## config.mk

```make
export PLATFORM = sky130hd
export DESIGN_NAME = acc
export DESIGN_NICKNAME = d
export VERILOG_FILES = /design/src/rtl/acc.sv
export SDC_FILE = /design/constraint.sdc
export NUM_CORES = 1
export LEC_CHECK = 0
export ABC_AREA = 1
export ABC_CLOCK_PERIOD_IN_PS = 1200
export CELL_PAD_IN_SITES_DETAIL_PLACEMENT = 1
export CELL_PAD_IN_SITES_GLOBAL_PLACEMENT = 1
export CORE_ASPECT_RATIO = 0.8
export CORE_MARGIN = 3
export CORE_UTILIZATION = 27
export DETAILED_ROUTE_END_ITERATION = 6
export PLACE_DENSITY = 0.75
export SLEW_MARGIN = 15
export SYNTH_ARGS = -nofsm -noshare
export SYNTH_HDL_FRONTEND = slang
export SYNTH_SLANG_ARGS = --single-unit
```

## constraint.sdc

```tcl
create_clock -name Clk -period 1.2 [get_ports Clk]
set_input_delay 0.24 -clock Clk [delete_from_list [all_inputs] [get_ports Clk]]
set_output_delay 0.24 -clock Clk [all_outputs]
set_load 0.1 [all_outputs]
```

## src/rtl/acc.sv

```systemverilog
// 33-bit accumulator/shift register for a 16x16 sequential shift-and-add multiplier.
// Latency: one Clk edge from control to Saidas. No backpressure; the control FSM sequences Load/Ad/Sh.
// Controls: Load > Ad > Sh priority; Reset clears asynchronously.
module acc (
  input  logic        Clk,
  input  logic        Reset,
  input  logic        Load,
  input  logic        Sh,
  input  logic        Ad,
  input  logic [15:0] Multiplicador,
  input  logic [15:0] Multiplicando,
  input  logic [16:0] Soma,
  output logic [32:0] Saidas
);

  logic [32:0] acc_q;

  // The multiplicand only feeds the external adder; it is carried on this port for wiring convenience.
  logic unused_multiplicando;
  assign unused_multiplicando = ^Multiplicando;

  always_ff @(posedge Clk or posedge Reset) begin
    if (Reset) begin
      acc_q <= '0;
    end else if (Load) begin
      acc_q <= {17'h0, Multiplicador};
    end else if (Ad) begin
      acc_q[32:16] <= Soma;
    end else if (Sh) begin
      acc_q <= {1'b0, acc_q[32:1]};
    end
  end

  assign Saidas = acc_q;

endmodule

```

### Word level (Yosys, flattened, before mapping)

Index checks and enable logic that the tools add are counted.
Widths: inputs -> output; s select.

| word-level totals | value |
|---|---|
| bits in registers | 33 |
| output and inout bits | 33 |
| word-level logic and storage cells | 10 |

| operators by class | value |
|---|---|
| eq/ne operators | 1 |
| mux-type cells | 4 |
| reduce and logical (&&, ||, !) cells | 3 |

Operators with widths:

| kind | count |
|---|---|
| $mux 33 | 2 |
| $mux 17 | 1 |
| $mux 16 | 1 |
| $reduce_bool 3->1 | 1 |
| $ne 2x2->1 const B | 1 |
| $reduce_and 2->1 | 1 |
| $reduce_bool 2->1 | 1 |

### Logic depth before layout (Yosys ltp)

Gate-level depths: netlist of the first run.

| depth | value |
|---|---|
| depth after elaboration | 3 |
| depth in mapped cells | 7 |
| depth with buffers taken out | 5 |

### Worst setup path before layout of the first run

Ideal clock, no wire load.

| path | value |
|---|---|
| kind | flip-flop to flip-flop |
| start point | register acc_q[24] (netlist: Saidas[24]) |
| end point | register acc_q[23] (netlist: Saidas[23]) |
| setup time | 0.069 ns |
| arrival | 1.203 ns |
| data required time | 1.131 ns |
| setup slack | -0.072 ns |
| cell stages (with the launch flop) | 5 |
| clock period less this slack | 1.272 ns |
| cell sequence | dfrtp_1 nand2_1 nand2_1 nand2_2 nand2_1 |

| between the ends | value |
|---|---|
| word-level cells in the longest chain between the ends | 3 |

Ends and longest elaborated chain:

| item | line | RTL |
|---|---|---|
| from (decl) | 16 | `logic [32:0] acc_q;` |
| from (signal assigned) | 26 | `acc_q <= {17'h0, Multiplicador};` |
| from (signal assigned) | 28 | `acc_q[32:16] <= Soma;` |
| from (signal assigned) | 30 | `acc_q <= {1'b0, acc_q[32:1]};` |
| $mux 33 | 29 | `end else if (Sh) begin` |
| $mux 17 | 27 | `end else if (Ad) begin` |
| $mux 33 | 25 | `end else if (Load) begin` |

Every way passes these cells. The select of a mux whose other input is x is not followed.
A chain may end at the register's enable or synchronous reset.

### Final worst setup path of the first run

| path | value |
|---|---|
| start point | register acc_q[13] (netlist: Saidas[13]) |
| end point | output port Saidas[13] |

RTL lines:

| item | line | RTL |
|---|---|---|
| to (decl) | 13 | `output logic [32:0] Saidas` |

No word-level cell between the ends.

==> results of run 1 <==
-- power by group through the flow --
stage	Sequential, W	Combinational [W]	Clock (W)
2_1_floorplan	0.00205	0.000300	0
4_1_cts	0.00137	0.00172	0.000983
3_5_place_dp	0.00139	0.00171	0
6_report	0.00137	0.00173	0.000964
3_3_place_gp	0.00139	0.00169	0
5_1_grt	0.00139	0.00181	0.00105
-- cell type report --
type	instances	area, um^2
tap	81	101.3
inverter	3	16.27
fill	720	2982
multi-input combinational	201	865.8
clock inverter	1	5.005
timing repair buffer	87	1237
sequential	33	858.3
clock buffer	7	96.34
-- metal layers --
metal	up-vias	wire length (um)
met5	-	0
met4	0	87
met3	7	343
met2	55	2763
met1	874	2799
li1	921	-
-- repair_timing --
action,in CTS,in global routing
resized for setup,1,7
setup buffers,0,2
setup endpoints to repair,5,24
pin swaps,0,5
gates cloned,0,2
-- cells in the final DEF (no fill, tap or decap) --
cell             netlist  layout
a21oi_4                1       1
inv_1                  1       1
dlymetal6s2s_1         0       2
nand2_2               10      11
buf_6                  3       2
dfrtp_1               33       7
clkinv_2               0       1
inv_4                  2       2
buf_4                  4      10
dfrtp_2                0      26
dlygate4sd2_1          0       1
o21a_4                 1       1
nor2_4                 2       3
nand2_1              168     167
clkbuf_8               0       7
nor2_8                 1       1
clkdlybuf4s50_1        0      34
buf_12                 0      37
clkbuf_16              0       1
nand3_1               17      17
-- logic make-up after synthesis --
group / synth area share [%]
simple gates: 46.03
flops: 46.32
buf+inv: 5.894
compound gates: 1.754
-- worst max-delay path by stage --
stage          slack [ns]         end
5_1_grt            -0.009  Saidas[23]
4_1_cts             0.002  Saidas[14]
3_3_place_gp        -0.26  Saidas[14]
3_5_place_dp        -0.31  Saidas[13]
6_report             0.03  Saidas[13]
2_1_floorplan       -0.07  Saidas[23]
-- metrics by stage --
step	cell area [um^2]	hold slack [ns]
floorplan	1813	0.3568
global placement	3012	0.5245
detailed placement	3012	0.5289
CTS	3112	0.3117
global route	3181	0.3331
finish	3181	0.3013
==> results_tabular.tex, run 1 <==
\begin{tabular}{lr}
\hline
Metric & Value \\
\hline
\multicolumn{2}{l}{\textbf{Detailed routing}} \\
\quad First-pass detailed-route iteration total & 4 \\
\quad Wirelength per Cell & about 15 um \\
\quad Wirelength, routed & about 6000 um \\
\quad Final ANT Viol Nets & 0 \\
\quad Per-cell via count in the routed design & around 4.5 \\
\quad Iteration-0 DRC count of the detailed router & 95 \\
\quad Post-route DRC & 0 \\
\quad Total number of vias & $\sim$1.9k \\
\multicolumn{2}{l}{\textbf{Critical path}} \\
\quad Worst reg2reg endpoint & Saidas[29] \\
\quad Worst path buffer plus inverter count & 1 \\
\quad Endpoint required time on the critical path & 0.96 ns \\
\quad Critical Path Source & Saidas[13] \\
\quad CP max stage delay & 0.45 ns \\
\quad Kind of cell with the highest combined delay on the critical path & flip-flops \\
\quad Slowest-stage cell, CP & dfrtp\_2 \\
\quad Maximum fanout along the worst path & 3 \\
\quad Register-to-register path setup slack & 0.37 ns \\
\quad Kind of critical path & reg2out \\
\quad Worst-case reg-to-reg path depth & 4 \\
\quad Worst Setup End Kind & output pin \\
\quad Launching point of the worst reg2reg path & Saidas[30] \\
\quad Startpoint class of the critical path & register \\
\quad Cell count along the critical path & 1 \\
\quad Worst EP arrival & just over 0.9 ns \\
\quad Cell breakdown of the critical path & buf\_12 \\
\multicolumn{2}{l}{\textbf{Clocking}} \\
\quad Clock tree from TritonCTS & yes \\
\quad Hold buffers post-CTS & 0 \\
\quad Cts bufs inserted & 5 \\
\quad Root cell of the clock tree & clkbuf\_8 \\
\quad Deepest clock path buffer count & 2 \\
\quad H-Tree Level Count & 2 \\
\quad Latest clock arrival within the worst-skew pair & about 0.3 ns \\
\quad Clock slew at reported path FFs & 0.07 ns \\
\quad Clock sink count & 33 \\
\multicolumn{2}{l}{\textbf{Die}} \\
\quad Die Span Y & between 70 and 80 um \\
\quad Floorplan die width & roughly 97 um \\
\quad Die area & 7621 um\^{}2 \\
\quad Starting density of the core & 28.93\% \\
\quad Count of standard-cell rows & 25 \\
\quad Ports & 87 \\
\quad Area inside the core boundary & 6162 um\^{}2 \\
\multicolumn{2}{l}{\textbf{Power}} \\
\quad Worst vdd ir & 0.5928 mV \\
\quad Static power due to leakage & $\sim$1.6 nW \\
\quad Pwr per Cell Area & roughly 1300 nW/um\^{}2 \\
\quad Relative contribution of combinational cells to total power & a little over two fifths \\
\quad Sequential power share & between 30\% and 40\% \\
\quad Overall power of the completed layout & 0.004064 W \\
\quad Switching pwr & 0.001666 W \\
\quad Net switching fraction of the power & between 40\% and 50\% \\
\quad Clock group share of total power & between 20\% and 30\% \\
\quad Internal Power & 0.002398 W \\
\multicolumn{2}{l}{\textbf{Finish}} \\
\quad Fraction of the core area covered by cells at the end of the flow & roughly half \\
\quad Nets & around 390 \\
\quad Number of antenna cells inserted & 0 \\
\quad Fraction of layout instances using a drive strength above 1 & 31.02\% \\
\quad Number of standard cells in the final layout excluding fillers & between 400 and 500 \\
\quad Max reg flops & 33 \\
\quad Area delta synth->final & 78.39\% \\
\multicolumn{2}{l}{\textbf{Synthesis}} \\
\quad Mapped Avg Cell Area & between 7 and 8 um\^{}2 \\
\quad Synth unique cells & 13 \\
\quad Synthesized netlist cell count & approximately 250 \\
\quad Top cell type's share of synthesized area & 46.32\% \\
\quad Cell accounting for the most synthesized area & dfrtp\_1 \\
\quad Primary FF master, synth & dfrtp\_1 \\
\quad Netlist area before placement & 1783 um\^{}2 \\
\quad Total of flip-flops plus latches after synthesis & 33 \\
\quad Share of flip-flops with an asynchronous set or reset after synthesis & 100.0\% \\
\quad Count of yosys warnings during synthesis & 0 \\
\quad Number of enable flip-flop cells after synthesis & 0 \\
\quad Area contributors post-synth & dfrtp\_1 (46\%), nand2\_1 (35\%), nand3\_1 (4.8\%) \\
\quad Syn Nets & $\sim$300 \\
\quad Library cell with the highest instance count after synthesis & nand2\_1 \\
\quad Most frequent cells after synthesis & nand2\_1 (168), dfrtp\_1 (33), nand3\_1 (17) \\
\quad Register area share after synthesis & 46.32\% \\
\multicolumn{2}{l}{\textbf{Global route}} \\
\quad GRT overflow & 0 \\
\quad Number of antenna violations at the first check in global routing & 0 \\
\quad First-pass GRT wire length & around 10000 um \\
\quad Met3 track demand over resource in global routing & 5.329\% \\
\quad Total track usage & around 16\% \\
\quad Number of global-route vias before repair & between 1.5k and 2k \\
\quad Maximum number of pins on one net before global-route repair & 34 \\
\quad Routing layer with the top usage in global route & met2 \\
\quad Met1 track utilization from global routing & roughly 21\% \\
\quad Global Route met2 Usage & around a quarter \\
\multicolumn{2}{l}{\textbf{STA}} \\
\quad Aggregate negative setup slack & 0 ns \\
\quad Clock period minus worst slack & 1.169 ns \\
\quad Setup repair after global routing missed its margin & yes \\
\quad Pins over their slew limit & 0 \\
\quad Worst-case headroom to the max-slew limit & 79.96\% \\
\quad Hold violation total from the final report & 0 \\
\quad Final setup fails & 0 \\
\quad Worst slew pin tran & 0.3006 ns \\
\quad Final clock skew & slightly below 0.008 ns \\
\quad Least setup slack across all paths after layout & between 0.03 and 0.04 ns \\
\quad Max Clk Rate & about 860 MHz \\
\quad Fin crit share & 97.38\% \\
\multicolumn{2}{l}{\textbf{Placement}} \\
\quad Detailed Place HPWL & 4143 um \\
\quad Gpl congestion & 0.7414 \\
\quad Worst slack at placement & -0.3089 ns \\
\quad Placed cell count & $\sim$400 \\
\quad IO buf count & 70 \\
\multicolumn{2}{l}{\textbf{Min path}} \\
\quad Class of the worst hold path & in2async \\
\multicolumn{2}{l}{\textbf{Outcome}} \\
\quad Outcome & completed \\
\multicolumn{2}{l}{\textbf{Run}} \\
\quad Max-cap check violation count & 0 \\
\hline
\end{tabular}
Note: power is estimated with default switching activity, not from simulation.
==> inputs of run 2 (changes only) <==
--- a/config.mk
+++ b/config.mk
@@ -5,15 +5,14 @@
 export SDC_FILE = /design/constraint.sdc
 export NUM_CORES = 1
 export LEC_CHECK = 0
-export ABC_AREA = 1
 export ABC_CLOCK_PERIOD_IN_PS = 1200
 export CELL_PAD_IN_SITES_DETAIL_PLACEMENT = 1
 export CELL_PAD_IN_SITES_GLOBAL_PLACEMENT = 1
 export CORE_ASPECT_RATIO = 0.8
 export CORE_MARGIN = 3
-export CORE_UTILIZATION = 27
+export CORE_UTILIZATION = 31
 export DETAILED_ROUTE_END_ITERATION = 6
-export PLACE_DENSITY = 0.75
+export PLACE_DENSITY = 0.76
 export SLEW_MARGIN = 15
 export SYNTH_ARGS = -nofsm -noshare
 export SYNTH_HDL_FRONTEND = slang
==> results_tabular.tex, run 2 <==
\begin{tabular}{lr}
\hline
Metric & Value \\
\hline
\multicolumn{2}{l}{\textbf{STA}} \\
\quad Setup repair after global routing missed its margin & yes \\
\quad Fin crit share & 101.7\% \\
\quad Max Clk Rate & approximately 820 MHz \\
\quad Hold violation total from the final report & 0 \\
\quad Clock period minus worst slack & 1.221 ns \\
\quad Final clock skew & about 0.0085 ns \\
\quad Pins over their slew limit & 0 \\
\quad Least setup slack across all paths after layout & -0.02093 ns \\
\quad Worst-case headroom to the max-slew limit & between 70\% and 80\% \\
\quad Hold Worst Slack & $\sim$0.29 ns \\
\quad Final setup fails & 12 \\
\quad Worst slew pin tran & between 0.3 and 0.4 ns \\
\multicolumn{2}{l}{\textbf{Synthesis}} \\
\quad Number of enable flip-flop cells after synthesis & 0 \\
\quad Share of flip-flops with an asynchronous set or reset after synthesis & 100.0\% \\
\quad Area contributors post-synth & dfrtp\_1 (45\%), nor2b\_1 (11\%), a221o\_1 (8.7\%) \\
\quad Synth unique cells & 19 \\
\quad Library cell with the highest instance count after synthesis & dfrtp\_1 \\
\quad Netlist area before placement & roughly 1800 um\^{}2 \\
\quad Synthesized netlist cell count & between 150 and 200 \\
\quad Primary FF master, synth & dfrtp\_1 \\
\quad Syn Nets & a little over 200 \\
\quad Top cell type's share of synthesized area & between 40\% and 50\% \\
\quad Most frequent cells after synthesis & dfrtp\_1 (33), nor2b\_1 (32), a221o\_1 (16), mux2i\_1 (16), nor4bb\_1 (12) \\
\quad Total of flip-flops plus latches after synthesis & 33 \\
\quad Register area share after synthesis & between 40\% and 50\% \\
\quad Count of yosys warnings during synthesis & 0 \\
\quad Cell accounting for the most synthesized area & dfrtp\_1 \\
\quad Mapped Avg Cell Area & 12.16 um\^{}2 \\
\multicolumn{2}{l}{\textbf{Finish}} \\
\quad Nets & approximately 280 \\
\quad Filler cell count in the final layout & 565 \\
\quad Number of antenna cells inserted & 0 \\
\quad Area of combinational cells with multiple inputs & 899.6 um\^{}2 \\
\quad Seq. cell area & roughly 900 um\^{}2 \\
\quad Most frequent cells in the layout & buf\_12 (37), clkdlybuf4s50\_1 (34), nor2b\_1 (31) \\
\quad Area delta synth->final & 75.22\% \\
\quad Most common library cell in the layout ignoring fill and taps & buf\_12 \\
\quad Number of standard cells in the final layout excluding fillers & 309 \\
\quad Max reg flops & 33 \\
\quad Fraction of layout instances using a drive strength above 1 & between 40\% and 50\% \\
\multicolumn{2}{l}{\textbf{Detailed routing}} \\
\quad Post-route met1 wirelength & 2335 um \\
\quad Post-route DRC & 0 \\
\quad Wirelength per Cell & approximately 18 um \\
\quad First-pass detailed-route iteration total & 4 \\
\quad Final ANT Viol Nets & 0 \\
\quad Iteration-0 DRC count of the detailed router & 35 \\
\quad Length of routed met2 wiring & between 2000 and 3000 um \\
\quad Met3 routed wirelength & 203 um \\
\quad Wirelength, routed & 5596 um \\
\quad Top metal layer carrying routed signals & met4 \\
\quad Per-cell via count in the routed design & 5.058 \\
\quad Total number of vias & between 1.5k and 2k \\
\multicolumn{2}{l}{\textbf{Power}} \\
\quad Static power due to leakage & around 1.3 nW \\
\quad Pwr per Cell Area & between 1000 and 1500 nW/um\^{}2 \\
\quad Worst vdd ir & roughly 0.65 mV \\
\quad Overall power of the completed layout & between 0.003 and 0.004 W \\
\multicolumn{2}{l}{\textbf{Clocking}} \\
\quad Cts bufs inserted & 5 \\
\quad Clock slew at reported path FFs & 0.08 ns \\
\quad Clock tree from TritonCTS & yes \\
\quad H-Tree Level Count & 2 \\
\quad Clock sink count & 33 \\
\quad Deepest clock path buffer count & 2 \\
\quad Latest clock arrival within the worst-skew pair & 0.29 ns \\
\quad Root cell of the clock tree & clkbuf\_8 \\
\multicolumn{2}{l}{\textbf{Global route}} \\
\quad Total track usage & between 15 and 20\% \\
\quad Number of antenna violations at the first check in global routing & 0 \\
\quad Maximum number of pins on one net before global-route repair & 34 \\
\quad Number of global-route vias before repair & $\sim$1.7k \\
\quad GRT overflow & 0 \\
\quad First-pass GRT wire length & 9114 um \\
\multicolumn{2}{l}{\textbf{Critical path}} \\
\quad Kind of critical path & reg2out \\
\quad Cell breakdown of the critical path & buf\_12 \\
\quad Endpoint required time on the critical path & 0.96 ns \\
\quad CP max stage delay & around 0.51 ns \\
\quad Maximum fanout along the worst path & 3 \\
\quad Worst Setup End Kind & output pin \\
\quad Worst path buffer plus inverter count & 1 \\
\quad Worst EP arrival & roughly 0.98 ns \\
\quad Startpoint class of the critical path & register \\
\quad Kind of cell with the highest combined delay on the critical path & flip-flops \\
\quad Slowest-stage cell, CP & dfrtp\_4 \\
\multicolumn{2}{l}{\textbf{Min path}} \\
\quad Class of the worst hold path & in2async \\
\multicolumn{2}{l}{\textbf{Die}} \\
\quad Ports & 87 \\
\quad Die area & 6930 um\^{}2 \\
\quad Starting density of the core & about 33\% \\
\quad Count of standard-cell rows & 24 \\
\quad Floorplan die width & just over 90 um \\
\quad Die Span Y & about 75 um \\
\quad Area inside the core boundary & 5615 um\^{}2 \\
\multicolumn{2}{l}{\textbf{Placement}} \\
\quad Gpl congestion & 0.6735 \\
\quad Detailed Place HPWL & between 3000 and 4000 um \\
\quad Placed cell count & roughly 290 \\
\quad IO buf count & 70 \\
\multicolumn{2}{l}{\textbf{Outcome}} \\
\quad Outcome & finished, violations left \\
\quad Violations in the final reports & setup timing \\
\multicolumn{2}{l}{\textbf{Run}} \\
\quad Max-cap check violation count & 0 \\
\hline
\end{tabular}
## run 2: cell count changes in the layout (fill, tap and decap cells not counted), sizes merged, moves of 3 or more
cell / previous run / this run
nor4bb: 0 / 12
nand3: 17 / 0
a211oi: 0 / 16
nor2b: 0 / 32
nand2: 178 / 1
mux2i: 0 / 16
a221o: 0 / 16
and4bb: 0 / 4
clkbuf: 8 / 5
nor2: 4 / 0
## run 2: worst paths after layout
path	from	slack, ns	cells past startpoint	end
min in group Clk	Load	0.42	2	Saidas[10]
hold reg to reg	Saidas[20]	0.68	2	Saidas[20]
setup / recovery	Saidas[12]	-0.02	1	Saidas[12]
hold / removal	Reset	0.29	3	Saidas[9]
setup reg to reg	Saidas[1]	0.03	3	Saidas[1]
max in group asynchronous	Reset	0.71	3	Saidas[0]
## run 2: cell families (layout without fill, tap and decap cells)
family / count (synthesis) / after routing / synth area share, %
AO/OA/AOI/OAI: 33 / 33 / 18.14
buffers and inverters: 19 / 98 / 7.447
flip-flops: 33 / 33 / 44.69
multiplexers: 16 / 16 / 8.666
AND/OR/NAND/NOR: 51 / 51 / 21.06
## run 2: power breakdown
group / switching (W) / total [W] / internal [W]
Clock: 0.000438 / 0.000838 / 0.000400
Combinational: 0.000992 / 0.00170 / 0.000713
Sequential: 0.000130 / 0.00138 / 0.00125
## run 2: per-layer routing
metal,vias up,GRT usage (%)
li1,731,-
met1,791,21.54
met2,34,29.82
met3,7,3.097
met4,0,5.272
met5,-,0
## run 2: cell type report
cell class	count	share of cell area, %
Tap cell	78	3.014
Clock inverter	3	0.5410
Inverter	2	0.2318
Multi-Input combinational cell	100	27.78
Sequential cell	33	27.67
Timing Repair Buffer	88	38.64
Clock buffer	5	2.125
## run 2: repair_timing
item                       CTS  global route
buffers inserted             6             0
cloned                       1             0
resized for setup            7             4
pin swaps                    0             1
setup endpoints to repair   48            17
hold buffers                 0             0
## run 2: per-stage QoR
step / utilization, % / cell area (um^2) / setup TNS (ns) / setup slack, ns
5_1_grt: 57.66 / 3238 / -0.4280 / -0.04109
4_1_cts: 57.40 / 3223 / -0.2141 / -0.02877
3_3_place_gp: 54.21 / 3044 / -10.95 / -0.3829
2_1_floorplan: - / 1918 / -1.944 / -0.2245
6_report: 57.66 / 3238 / -0.1140 / -0.02093
3_5_place_dp: 54.21 / 3044 / -12.58 / -0.4506
